==> src/rtl/cache_arbiter_pkg.sv <==
// Shared types for the cache-to-memory arbiter: RV32I word type, FSM states,
// grant encoding and the line-alignment helper.
package rv32i_types;
  typedef logic [31:0] rv32i_word;
endpackage

package arbiter_types;
  import rv32i_types::*;

  typedef enum logic [2:0] {
    IDLE    = 3'd0,
    I_READ  = 3'd1,
    D_READ  = 3'd2,
    D_WRITE = 3'd3,
    DONE    = 3'd4
  } arb_state_t;

  typedef enum logic {
    GRANT_I = 1'b0,
    GRANT_D = 1'b1
  } grant_t;

  localparam int OFFSET_BITS = 5;

  function automatic rv32i_word line_align(input rv32i_word addr);
    return {addr[31:OFFSET_BITS], {OFFSET_BITS{1'b0}}};
  endfunction
endpackage

==> src/rtl/cache_arbiter_if.sv <==
// Bundle of I-cache, D-cache and physical-memory signals seen by the arbiter.
interface cache_arbiter_if #(
  parameter int LINE_WIDTH = 256,
  parameter int BEAT_WIDTH = 64
);
  import rv32i_types::*;

  logic                  i_pmem_read;
  rv32i_word             i_pmem_address;
  logic [LINE_WIDTH-1:0] i_pmem_rdata;
  logic                  i_pmem_resp;

  logic                  d_pmem_read;
  logic                  d_pmem_write;
  rv32i_word             d_pmem_address;
  logic [LINE_WIDTH-1:0] d_pmem_wdata;
  logic [LINE_WIDTH-1:0] d_pmem_rdata;
  logic                  d_pmem_resp;

  logic                  mem_read;
  logic                  mem_write;
  rv32i_word             mem_address;
  logic [BEAT_WIDTH-1:0] mem_wdata;
  logic [BEAT_WIDTH-1:0] mem_rdata;
  logic                  mem_resp;

  modport slave (
    input  i_pmem_read, i_pmem_address,
    output i_pmem_rdata, i_pmem_resp,
    input  d_pmem_read, d_pmem_write, d_pmem_address, d_pmem_wdata,
    output d_pmem_rdata, d_pmem_resp,
    output mem_read, mem_write, mem_address, mem_wdata,
    input  mem_rdata, mem_resp
  );

  modport master (
    output i_pmem_read, i_pmem_address,
    input  i_pmem_rdata, i_pmem_resp,
    output d_pmem_read, d_pmem_write, d_pmem_address, d_pmem_wdata,
    input  d_pmem_rdata, d_pmem_resp,
    input  mem_read, mem_write, mem_address, mem_wdata,
    output mem_rdata, mem_resp
  );
endinterface

==> src/rtl/cache_arbiter_burst_buffer.sv <==
// Beat counter and line buffer: assembles read beats into a line and slices
// the writeback line into beats.
module burst_buffer #(
  parameter int LINE_WIDTH = 256,
  parameter int BEAT_WIDTH = 64,
  parameter int BEATS      = LINE_WIDTH / BEAT_WIDTH
) (
  input  logic                  clk,
  input  logic                  rst,
  input  logic                  i_clear,
  input  logic                  i_beat_ack,
  input  logic                  i_capture,
  input  logic [BEAT_WIDTH-1:0] i_rdata,
  input  logic [LINE_WIDTH-1:0] i_wline,
  output logic [BEAT_WIDTH-1:0] o_wbeat,
  output logic [LINE_WIDTH-1:0] o_line,
  output logic                  o_last_beat
);
  localparam int CW = (BEATS > 1) ? $clog2(BEATS) : 1;
  localparam logic [CW-1:0] LAST = CW'(BEATS - 1);

  logic [CW-1:0]         r_count;
  logic [LINE_WIDTH-1:0] r_line;

  // Counter wraps to zero naturally after the last beat.
  always_ff @(posedge clk or negedge rst) begin
    if (!rst) begin
      r_count <= '0;
      r_line  <= '0;
    end else if (i_clear) begin
      r_count <= '0;
    end else if (i_beat_ack) begin
      if (i_capture) begin
        r_line[r_count*BEAT_WIDTH +: BEAT_WIDTH] <= i_rdata;
      end
      r_count <= r_count + CW'(1);
    end
  end

  assign o_wbeat     = i_wline[r_count*BEAT_WIDTH +: BEAT_WIDTH];
  assign o_line      = r_line;
  assign o_last_beat = (r_count == LAST);
endmodule

==> src/rtl/cache_arbiter.sv <==
// Round-robin arbiter sharing one burst memory port between I-cache and D-cache.
module cache_arbiter
  import rv32i_types::*;
  import arbiter_types::*;
#(
  parameter int LINE_WIDTH = 256,
  parameter int BEAT_WIDTH = 64,
  parameter int BEATS      = LINE_WIDTH / BEAT_WIDTH
) (
  input logic            clk,
  input logic            rst,
  cache_arbiter_if.slave bus
);
  arb_state_t r_state, w_next_state;
  grant_t     r_target, r_last_grant;
  rv32i_word  r_addr, w_req_addr;
  logic       r_mem_read, r_mem_write, r_i_resp, r_d_resp;
  logic       w_i_req, w_d_req, w_in_burst, w_last_beat, w_grant;
  logic [BEAT_WIDTH-1:0] w_wbeat;
  logic [LINE_WIDTH-1:0] w_line;

  assign w_i_req    = bus.i_pmem_read;
  assign w_d_req    = bus.d_pmem_read | bus.d_pmem_write;
  assign w_in_burst = (r_state == I_READ) || (r_state == D_READ) || (r_state == D_WRITE);

  // Next-state and grant decision; ties go to the side not granted last.
  always_comb begin
    w_next_state = r_state;
    case (r_state)
      IDLE: begin
        if (w_d_req && (!w_i_req || (r_last_grant == GRANT_I))) begin
          w_next_state = bus.d_pmem_write ? D_WRITE : D_READ;
        end else if (w_i_req) begin
          w_next_state = I_READ;
        end else begin
          w_next_state = IDLE;
        end
      end
      I_READ, D_READ, D_WRITE: begin
        if (bus.mem_resp && w_last_beat) begin
          w_next_state = DONE;
        end else begin
          w_next_state = r_state;
        end
      end
      DONE:    w_next_state = IDLE;
      default: w_next_state = IDLE;
    endcase
  end

  assign w_grant    = (r_state == IDLE) && (w_next_state != IDLE);
  assign w_req_addr = (w_next_state == I_READ) ? bus.i_pmem_address : bus.d_pmem_address;

  // State, grant bookkeeping and registered memory/response strobes.
  always_ff @(posedge clk or negedge rst) begin
    if (!rst) begin
      r_state      <= IDLE;
      r_target     <= GRANT_I;
      r_last_grant <= GRANT_I;
      r_addr       <= '0;
      r_mem_read   <= 1'b0;
      r_mem_write  <= 1'b0;
      r_i_resp     <= 1'b0;
      r_d_resp     <= 1'b0;
    end else begin
      r_state     <= w_next_state;
      r_mem_read  <= (w_next_state == I_READ) || (w_next_state == D_READ);
      r_mem_write <= (w_next_state == D_WRITE);
      r_i_resp    <= (w_next_state == DONE) && (r_target == GRANT_I);
      r_d_resp    <= (w_next_state == DONE) && (r_target == GRANT_D);
      if (w_grant) begin
        r_addr       <= line_align(w_req_addr);
        r_target     <= (w_next_state == I_READ) ? GRANT_I : GRANT_D;
        r_last_grant <= (w_next_state == I_READ) ? GRANT_I : GRANT_D;
      end
    end
  end

  burst_buffer #(
    .LINE_WIDTH(LINE_WIDTH),
    .BEAT_WIDTH(BEAT_WIDTH),
    .BEATS     (BEATS)
  ) u_buf (
    .clk        (clk),
    .rst        (rst),
    .i_clear    (r_state == IDLE),
    .i_beat_ack (bus.mem_resp && w_in_burst),
    .i_capture  ((r_state == I_READ) || (r_state == D_READ)),
    .i_rdata    (bus.mem_rdata),
    .i_wline    (bus.d_pmem_wdata),
    .o_wbeat    (w_wbeat),
    .o_line     (w_line),
    .o_last_beat(w_last_beat)
  );

  assign bus.mem_read     = r_mem_read;
  assign bus.mem_write    = r_mem_write;
  assign bus.mem_address  = r_addr;
  assign bus.mem_wdata    = r_mem_write ? w_wbeat : '0;
  assign bus.i_pmem_resp  = r_i_resp;
  assign bus.d_pmem_resp  = r_d_resp;
  assign bus.i_pmem_rdata = w_line;
  assign bus.d_pmem_rdata = w_line;
endmodule

==> src/flat_wrapper.sv <==
// flat-port wrapper written by rule: the top's interface ports become plain ports
module cache_arbiter_flat import rv32i_types::*; import arbiter_types::*;
#(
  parameter int LINE_WIDTH = 256,
  parameter int BEAT_WIDTH = 64,
  parameter int BEATS      = LINE_WIDTH / BEAT_WIDTH
)
  (clk, rst, bus_i_pmem_read, bus_i_pmem_address, bus_i_pmem_rdata, bus_i_pmem_resp, bus_d_pmem_read, bus_d_pmem_write, bus_d_pmem_address, bus_d_pmem_wdata, bus_d_pmem_rdata, bus_d_pmem_resp, bus_mem_read, bus_mem_write, bus_mem_address, bus_mem_wdata, bus_mem_rdata, bus_mem_resp);
  cache_arbiter_if #(.LINE_WIDTH(LINE_WIDTH), .BEAT_WIDTH(BEAT_WIDTH)) bus_i ();
  input logic clk;
  input logic rst;
  input wire logic [$bits(bus_i.i_pmem_read)-1:0] bus_i_pmem_read;
  input wire logic [$bits(bus_i.i_pmem_address)-1:0] bus_i_pmem_address;
  output wire logic [$bits(bus_i.i_pmem_rdata)-1:0] bus_i_pmem_rdata;
  output wire logic [$bits(bus_i.i_pmem_resp)-1:0] bus_i_pmem_resp;
  input wire logic [$bits(bus_i.d_pmem_read)-1:0] bus_d_pmem_read;
  input wire logic [$bits(bus_i.d_pmem_write)-1:0] bus_d_pmem_write;
  input wire logic [$bits(bus_i.d_pmem_address)-1:0] bus_d_pmem_address;
  input wire logic [$bits(bus_i.d_pmem_wdata)-1:0] bus_d_pmem_wdata;
  output wire logic [$bits(bus_i.d_pmem_rdata)-1:0] bus_d_pmem_rdata;
  output wire logic [$bits(bus_i.d_pmem_resp)-1:0] bus_d_pmem_resp;
  output wire logic [$bits(bus_i.mem_read)-1:0] bus_mem_read;
  output wire logic [$bits(bus_i.mem_write)-1:0] bus_mem_write;
  output wire logic [$bits(bus_i.mem_address)-1:0] bus_mem_address;
  output wire logic [$bits(bus_i.mem_wdata)-1:0] bus_mem_wdata;
  input wire logic [$bits(bus_i.mem_rdata)-1:0] bus_mem_rdata;
  input wire logic [$bits(bus_i.mem_resp)-1:0] bus_mem_resp;
  assign bus_i.i_pmem_read = bus_i_pmem_read;
  assign bus_i.i_pmem_address = bus_i_pmem_address;
  assign bus_i_pmem_rdata = bus_i.i_pmem_rdata;
  assign bus_i_pmem_resp = bus_i.i_pmem_resp;
  assign bus_i.d_pmem_read = bus_d_pmem_read;
  assign bus_i.d_pmem_write = bus_d_pmem_write;
  assign bus_i.d_pmem_address = bus_d_pmem_address;
  assign bus_i.d_pmem_wdata = bus_d_pmem_wdata;
  assign bus_d_pmem_rdata = bus_i.d_pmem_rdata;
  assign bus_d_pmem_resp = bus_i.d_pmem_resp;
  assign bus_mem_read = bus_i.mem_read;
  assign bus_mem_write = bus_i.mem_write;
  assign bus_mem_address = bus_i.mem_address;
  assign bus_mem_wdata = bus_i.mem_wdata;
  assign bus_i.mem_rdata = bus_mem_rdata;
  assign bus_i.mem_resp = bus_mem_resp;
  cache_arbiter #(.LINE_WIDTH(LINE_WIDTH), .BEAT_WIDTH(BEAT_WIDTH), .BEATS(BEATS)) u_core (.clk(clk), .rst(rst), .bus(bus_i));
endmodule
==> config.mk <==
export PLATFORM = sky130hd
export DESIGN_NAME = cache_arbiter_flat
export DESIGN_NICKNAME = d
export VERILOG_FILES = /design/src/rtl/cache_arbiter_pkg.sv /design/src/rtl/cache_arbiter_if.sv /design/src/rtl/cache_arbiter_burst_buffer.sv /design/src/rtl/cache_arbiter.sv /design/src/flat_wrapper.sv
export SDC_FILE = /design/constraint.sdc
export NUM_CORES = 1
export LEC_CHECK = 0
export CAP_MARGIN = 20
export CORE_AREA = 2 2 385 387
export DETAILED_ROUTE_END_ITERATION = 7
export DIE_AREA = 0 0 387 389
export PLACE_DENSITY = 0.37
export SETUP_SLACK_MARGIN = 0.5
export SYNTH_ARGS = -nofsm -noshare
export SYNTH_HDL_FRONTEND = slang
export SYNTH_SLANG_ARGS = --single-unit
export TNS_END_PERCENT = 1
==> constraint.sdc <==
create_clock -name clk -period 2.96 [get_ports clk]
set_input_delay 0.74 -clock clk [delete_from_list [all_inputs] [get_ports clk]]
set_output_delay 0.74 -clock clk [all_outputs]
set_load 0.1 [all_outputs]
==> results of run 1 <==
==> layout make-up <==
cell class / count / area, um^2 / area share
timing repair buffer: 1058 / 10200 / 0.368
tap: 1930 / 2410 / 0.0873
inverter: 5 / 21.3 / 0.000769
antenna: 10 / 25.0 / 0.000904
multi-input combinational: 1049 / 6380 / 0.231
clock buffer: 57 / 1130 / 0.0410
clock inverter: 13 / 171 / 0.00619
sequential: 293 / 7340 / 0.265
==> worst max-delay path, stage by stage (launching register included) <==
cell and delay (ns):
dfrtp_4 0.48, buf_12 0.14, buf_12 0.14, buf_16 0.14, mux4_2 0.52, and2_4 0.22
buf_12 0.16
==> through the flow <==
step | area, um^2 | utilization | setup slack, ns
2_1_floorplan | 16100 | - | 0.237
3_3_place_gp | 26000 | 0.177 | -0.158
3_5_place_dp | 26000 | 0.177 | -0.136
4_1_cts | 27600 | 0.188 | -0.271
5_1_grt | 27700 | 0.189 | -0.278
6_report | 27700 | 0.189 | -0.199
==> synth_stat cells <==
cell       number
mux2_2          1
o211ai_2       20
buf_4         268
conb_1          1
or2_1           1
or3_4           1
o21ai_0       240
and2_1         65
nand2_1       568
o211ai_1        7
dfrtp_1       293
nor2_4          1
a21oi_1         1
o2111ai_1      27
nor2_1          3
o21a_1          1
ha_1            5
nand4b_1        1
buf_1           3
a22o_1          1
inv_1           4
nor3b_2         1
clkbuf_1       60
a32o_1          1
inv_2           1
nor3b_1         3
nand3_1         3
buf_2          53
buf_6           2
and3_1          1
a2bb2oi_1       1
nor3_4          1
o21ai_1        18
nor2b_1         4
nor3_1          1
mux4_2         64
xor2_1          1
o2bb2ai_1       1
xnor2_1         1
==> per-layer routing <==
layer  wire length [um]  track usage
met5                 83            0
met4               2360       0.0309
met3               8120       0.0401
met2              46500        0.212
met1              41700        0.157
==> final timing paths <==
kind,startpoint,endpoint,cells after the start
setup / recovery,u_core.u_buf.r_count[0],bus_mem_wdata[33],6
hold / removal,rst,u_core.u_buf.o_line[91],1
setup reg to reg,u_core.u_buf.r_count[0],u_core.u_buf.o_line[206],7
hold reg to reg,u_core.bus.mem_address[26],u_core.bus.mem_address[26],2
max in group asynchronous,rst,u_core.u_buf.o_line[75],2
min in group clk,u_core.bus.mem_address[26],u_core.bus.mem_address[26],2
==> kinds of logic after synthesis <==
kind of cell,share of synthesized area
multiplexers,0.0908
adder cells (fa/ha/maj),0.00391
flip-flops,0.458
AND/OR/NAND/NOR,0.168
buffers and inverters,0.160
AO/OA/AOI/OAI,0.118
other,0.000234
XOR/XNOR,0.00110
==> state kept, by name, indices dropped and copies added, names as in the netlist <==
| name | cells |
|---|---|
| u_core.bus.d_pmem_resp | 1 |
| u_core.bus.mem_address | 27 |
| u_core.bus.mem_read | 1 |
| u_core.u_buf.o_line | 256 |
| u_core.r_target | 1 |
| u_core.r_state | 3 |
| u_core.u_buf.r_count | 2 |
| u_core.bus.i_pmem_resp | 1 |
| u_core.bus.mem_write | 1 |
==> repair_timing <==
item / in CTS / in global routing
setup endpoints to repair: 280 / 161
pin swaps: 23 / 2
gates resized for setup: 77 / 14
gates cloned: 2 / 0
buffers inserted: 8 / 0
==> results.txt, run 1 <==
Top cells by area, synth - dfrtp_1, nand2_1, buf_4
Max Cap Viol - 0
Startpoint kind of the worst setup timing path - register
Post-route DRC - 0
Share of final-layout standard cells stronger than drive strength 1 - 0.367
Global placer's final weighted congestion - 0.900
Number of clock sinks - 293
Area share of the largest cell type after synthesis - 0.458
Most common cell after layout, fill and taps aside - buf_4
Placed wire-length estimate after detailed placement - 79.8 mm
Die outline height - 389 um
Warnings, synthesis - 0
Clock input transition at the sequential cells of the worst setup and hold paths - 0.06 ns
Total detailed-routing wirelength - 98.8 mm
Start-to-end type of the worst setup path - reg -> out
Final hold violation count - 0
Top library cells by usage in the layout, fill and taps aside - buf_4, nand2_1, clkdlybuf4s50_1
Final Setup Violations - 60
RSZ-0062 raised after global routing - true
Core ar. - 147000 um^2
Pin count of the biggest net entering global routing - 83
Remaining global-route overflow - 0
Detailed Route Iter0 Violations - 720
Highest fanout seen on the critical path - 5
Actual transition at the worst max-transition pin - 0.791 ns
Min-Delay Path Class - in -> async
Achievable clock frequency - 317 MHz
Cell taking the most area after synthesis - dfrtp_1
WP data arrival - 2.42 ns
Post-layout instance count excluding filler cells - 4415
Final sum of negative setup slack - -5.77 ns
Longest Clk Path Bufs - 3
Total number of vias - 14865
Gate count of the mapped netlist - 1729
Growth of design area from synthesis to finish - 73.0%
Post-DRT Antenna Nets - 0
DR pass1 iterations - 5
Worst Skew - 0.0364 ns
# fillers - 16166
CTS tree - yes
Run status - finished with violations
CTS root buffer - clkbuf_16
Hold slack final - 0.0657 ns
Number of antenna violations at the first check in global routing - 28
Minimum clock period - 3.16 ns
Starting Density - 0.109
Reg-to-reg setup timing slack - 0.65 ns
Failing checks - negative setup slack
Synthesized cell area - 16000 um^2
Worst skew pair latency - 0.59 ns
Ports placed on the boundary - 1002
Total count of max-transition violations in the final report - 0
Horizontal extent of the die - 387 um
Post-detailed-route wirelength per cell - 22.4 um
WP data required - 2.22 ns
Nets@finish - 2841
Synth Register Bits - 293
Mean post-synth cell area - 9.25 um^2
Number of buffers inserted by port buffering - 986
Vias in the first global route - 15446
Overall die area - 151000 um^2
Hold-fix buffers, CTS - 0
# H-tree levels - 2
Wire length of the first global-routing pass - 133 mm
Post-synthesis sequential area ratio - 0.458
GRT Util Overall - 0.127
Ratio of final minimum period to clock period - 1.07
Ratio of routed vias to standard cells - 3.37
Nature of the critical path endpoint - primary output
Relative slew slack - 0.472
Unique cell type count in the Yosys netlist - 39
Final worst setup slack - -0.199 ns
Clock buffer count from CTS - 39
Placed cell count - 4325
Number of placement rows - 141
Power of run 1 is not shown: default switching activity piles up to over one toggle a cycle in this logic, so the estimate is an artifact.
==> inputs of run 2 (changes only) <==
CTS_CLUSTER_DIAMETER = 100   (was not set)
==> results.txt, run 2 (synthesis results as in run 1) <==
Run status - finished with violations
Failing checks - negative setup slack
Wire length of the first global-routing pass - 133 mm
Number of placement rows - 141
Worst skew pair latency - 0.60 ns
Core ar. - 147000 um^2
Post-placement setup slack - -0.136 ns
Number of buffers inserted by port buffering - 986
Remaining global-route overflow - 0
Placed wire-length estimate after detailed placement - 79.8 mm
Most common cell after layout, fill and taps aside - buf_4
Family of cells with the greatest summed delay on the critical path - buffers and inverters
Total area of multi-input combinational cells - 6380 um^2
Post-detailed-route wirelength per cell - 22.4 um
Final hold violation count - 0
WP data arrival - 2.44 ns
Ratio of routed vias to standard cells - 3.37
Overall die area - 151000 um^2
Final Setup Violations - 60
GRT Util Overall - 0.127
Ports placed on the boundary - 1002
Relative slew slack - 0.472
# fillers - 16181
Achievable clock frequency - 315 MHz
Total detailed-routing wirelength - 99.0 mm
Actual transition at the worst max-transition pin - 0.790 ns
Starting Density - 0.109
Startpoint kind of the worst setup timing path - register
CTS root buffer - clkbuf_16
Total number of vias - 14907
WP data required - 2.22 ns
Post-DRT Antenna Nets - 0
Global placer's final weighted congestion - 0.900
Start-to-end type of the worst setup path - reg -> out
Horizontal extent of the die - 387 um
Number of clock sinks - 293
Nature of the critical path endpoint - primary output
Bufs and invs on worst path - 4
Min-Delay Path Class - in -> async
CTS tree - yes
Worst Skew - 0.0278 ns
Cell Area, Placed - 26000 um^2
Share of final-layout standard cells stronger than drive strength 1 - 0.365
Top library cells by usage in the layout, fill and taps aside - buf_4, nand2_1, clkdlybuf4s50_1
Post-route DRC - 0
Critical Path Max Stage Delay - 0.53 ns
# H-tree levels - 2
Sequential Area - 7340 um^2
Minimum clock period - 3.18 ns
Cell breakdown of the critical path - buf_12 > buf_12 > buf_16 > mux4_2 > and2_4 > buf_12
DR pass1 iterations - 5
Detailed Route Iter0 Violations - 717
Total count of max-transition violations in the final report - 0
Clock buffer count from CTS - 41
Most prevalent standard cell on the critical path - buf_12
Depth of the worst register-to-register path - 8
Max Cap Viol - 0
Longest Clk Path Bufs - 3
Final worst setup slack - -0.218 ns
Die outline height - 389 um
Critical Path Stages - 6
Nets@finish - 2843
Growth of design area from synthesis to finish - 73.2%
Pin count of the biggest net entering global routing - 83
Fin area - 27700 um^2
Highest-delay cell along the critical path - mux4_2
Max FFs per register - 256
Clock input transition at the sequential cells of the worst setup and hold paths - 0.06 ns
RSZ-0062 raised after global routing - true
Hold-fix buffers, CTS - 0
Number of antenna violations at the first check in global routing - 26
Ratio of final minimum period to clock period - 1.07
Vias in the first global route - 15458
Highest fanout seen on the critical path - 5
## run 2: cell count changes in the layout (fill, tap and decap cells not counted), moves of 2 or more
cell / previous run / this run
clkbuf_1: 9 / 15
clkbuf_8: 9 / 4
clkbuf_16: 39 / 43
inv_6: 1 / 3
## run 2: area by class of cell
type                            instances  share of cell area
Timing Repair Buffer                 1058               0.368
Sequential cell                       293               0.265
Multi-Input combinational cell       1049               0.230
Tap cell                             1930              0.0872
Clock buffer                           61              0.0420
Clock inverter                         12             0.00565
Antenna cell                           11            0.000994
Inverter                                5            0.000768
## run 2: repair_timing
action,4_1_cts,5_1_grt
gates resized for setup,76,17
gates cloned,2,0
endpoints found under the setup margin,277,169
pin swaps,23,2
buffers inserted,8,0
## run 2: final timing paths
check / end / slack (ns) / from
max: bus_mem_wdata[33] / -0.22 / u_core.u_buf.r_count[0]
min: u_core.u_buf.o_line[91] / 0.06 / rst
max reg2reg: u_core.u_buf.o_line[213] / 0.66 / u_core.u_buf.r_count[0]
min reg2reg: u_core.bus.mem_address[26] / 0.50 / u_core.bus.mem_address[26]
max in group asynchronous: u_core.u_buf.o_line[75] / 2.07 / rst
min in group clk: u_core.bus.mem_address[26] / 0.50 / u_core.bus.mem_address[26]
## run 2: routing by layer
layer | vias up | track usage | share of wire
li1 | 6939 | - | -
met2 | 633 | 0.213 | 0.47
met4 | 12 | 0.0303 | 0.023
met1 | 7223 | 0.157 | 0.43
met5 | - | 0 | 0.00073
met3 | 100 | 0.0402 | 0.078
## run 2: metrics by stage
stage	hold slack, ns	instances	utilization	setup TNS, ns
6_report	0.0632	4419	0.189	-5.86
5_1_grt	0.0483	4409	0.189	-12.25
4_1_cts	0.0310	4408	0.188	-11.34
3_5_place_dp	0.480	4325	0.177	-0.311
3_3_place_gp	0.476	4325	0.177	-0.366
2_1_floorplan	0.444	1733	-	0
Power of run 2 is left out for the same reason.
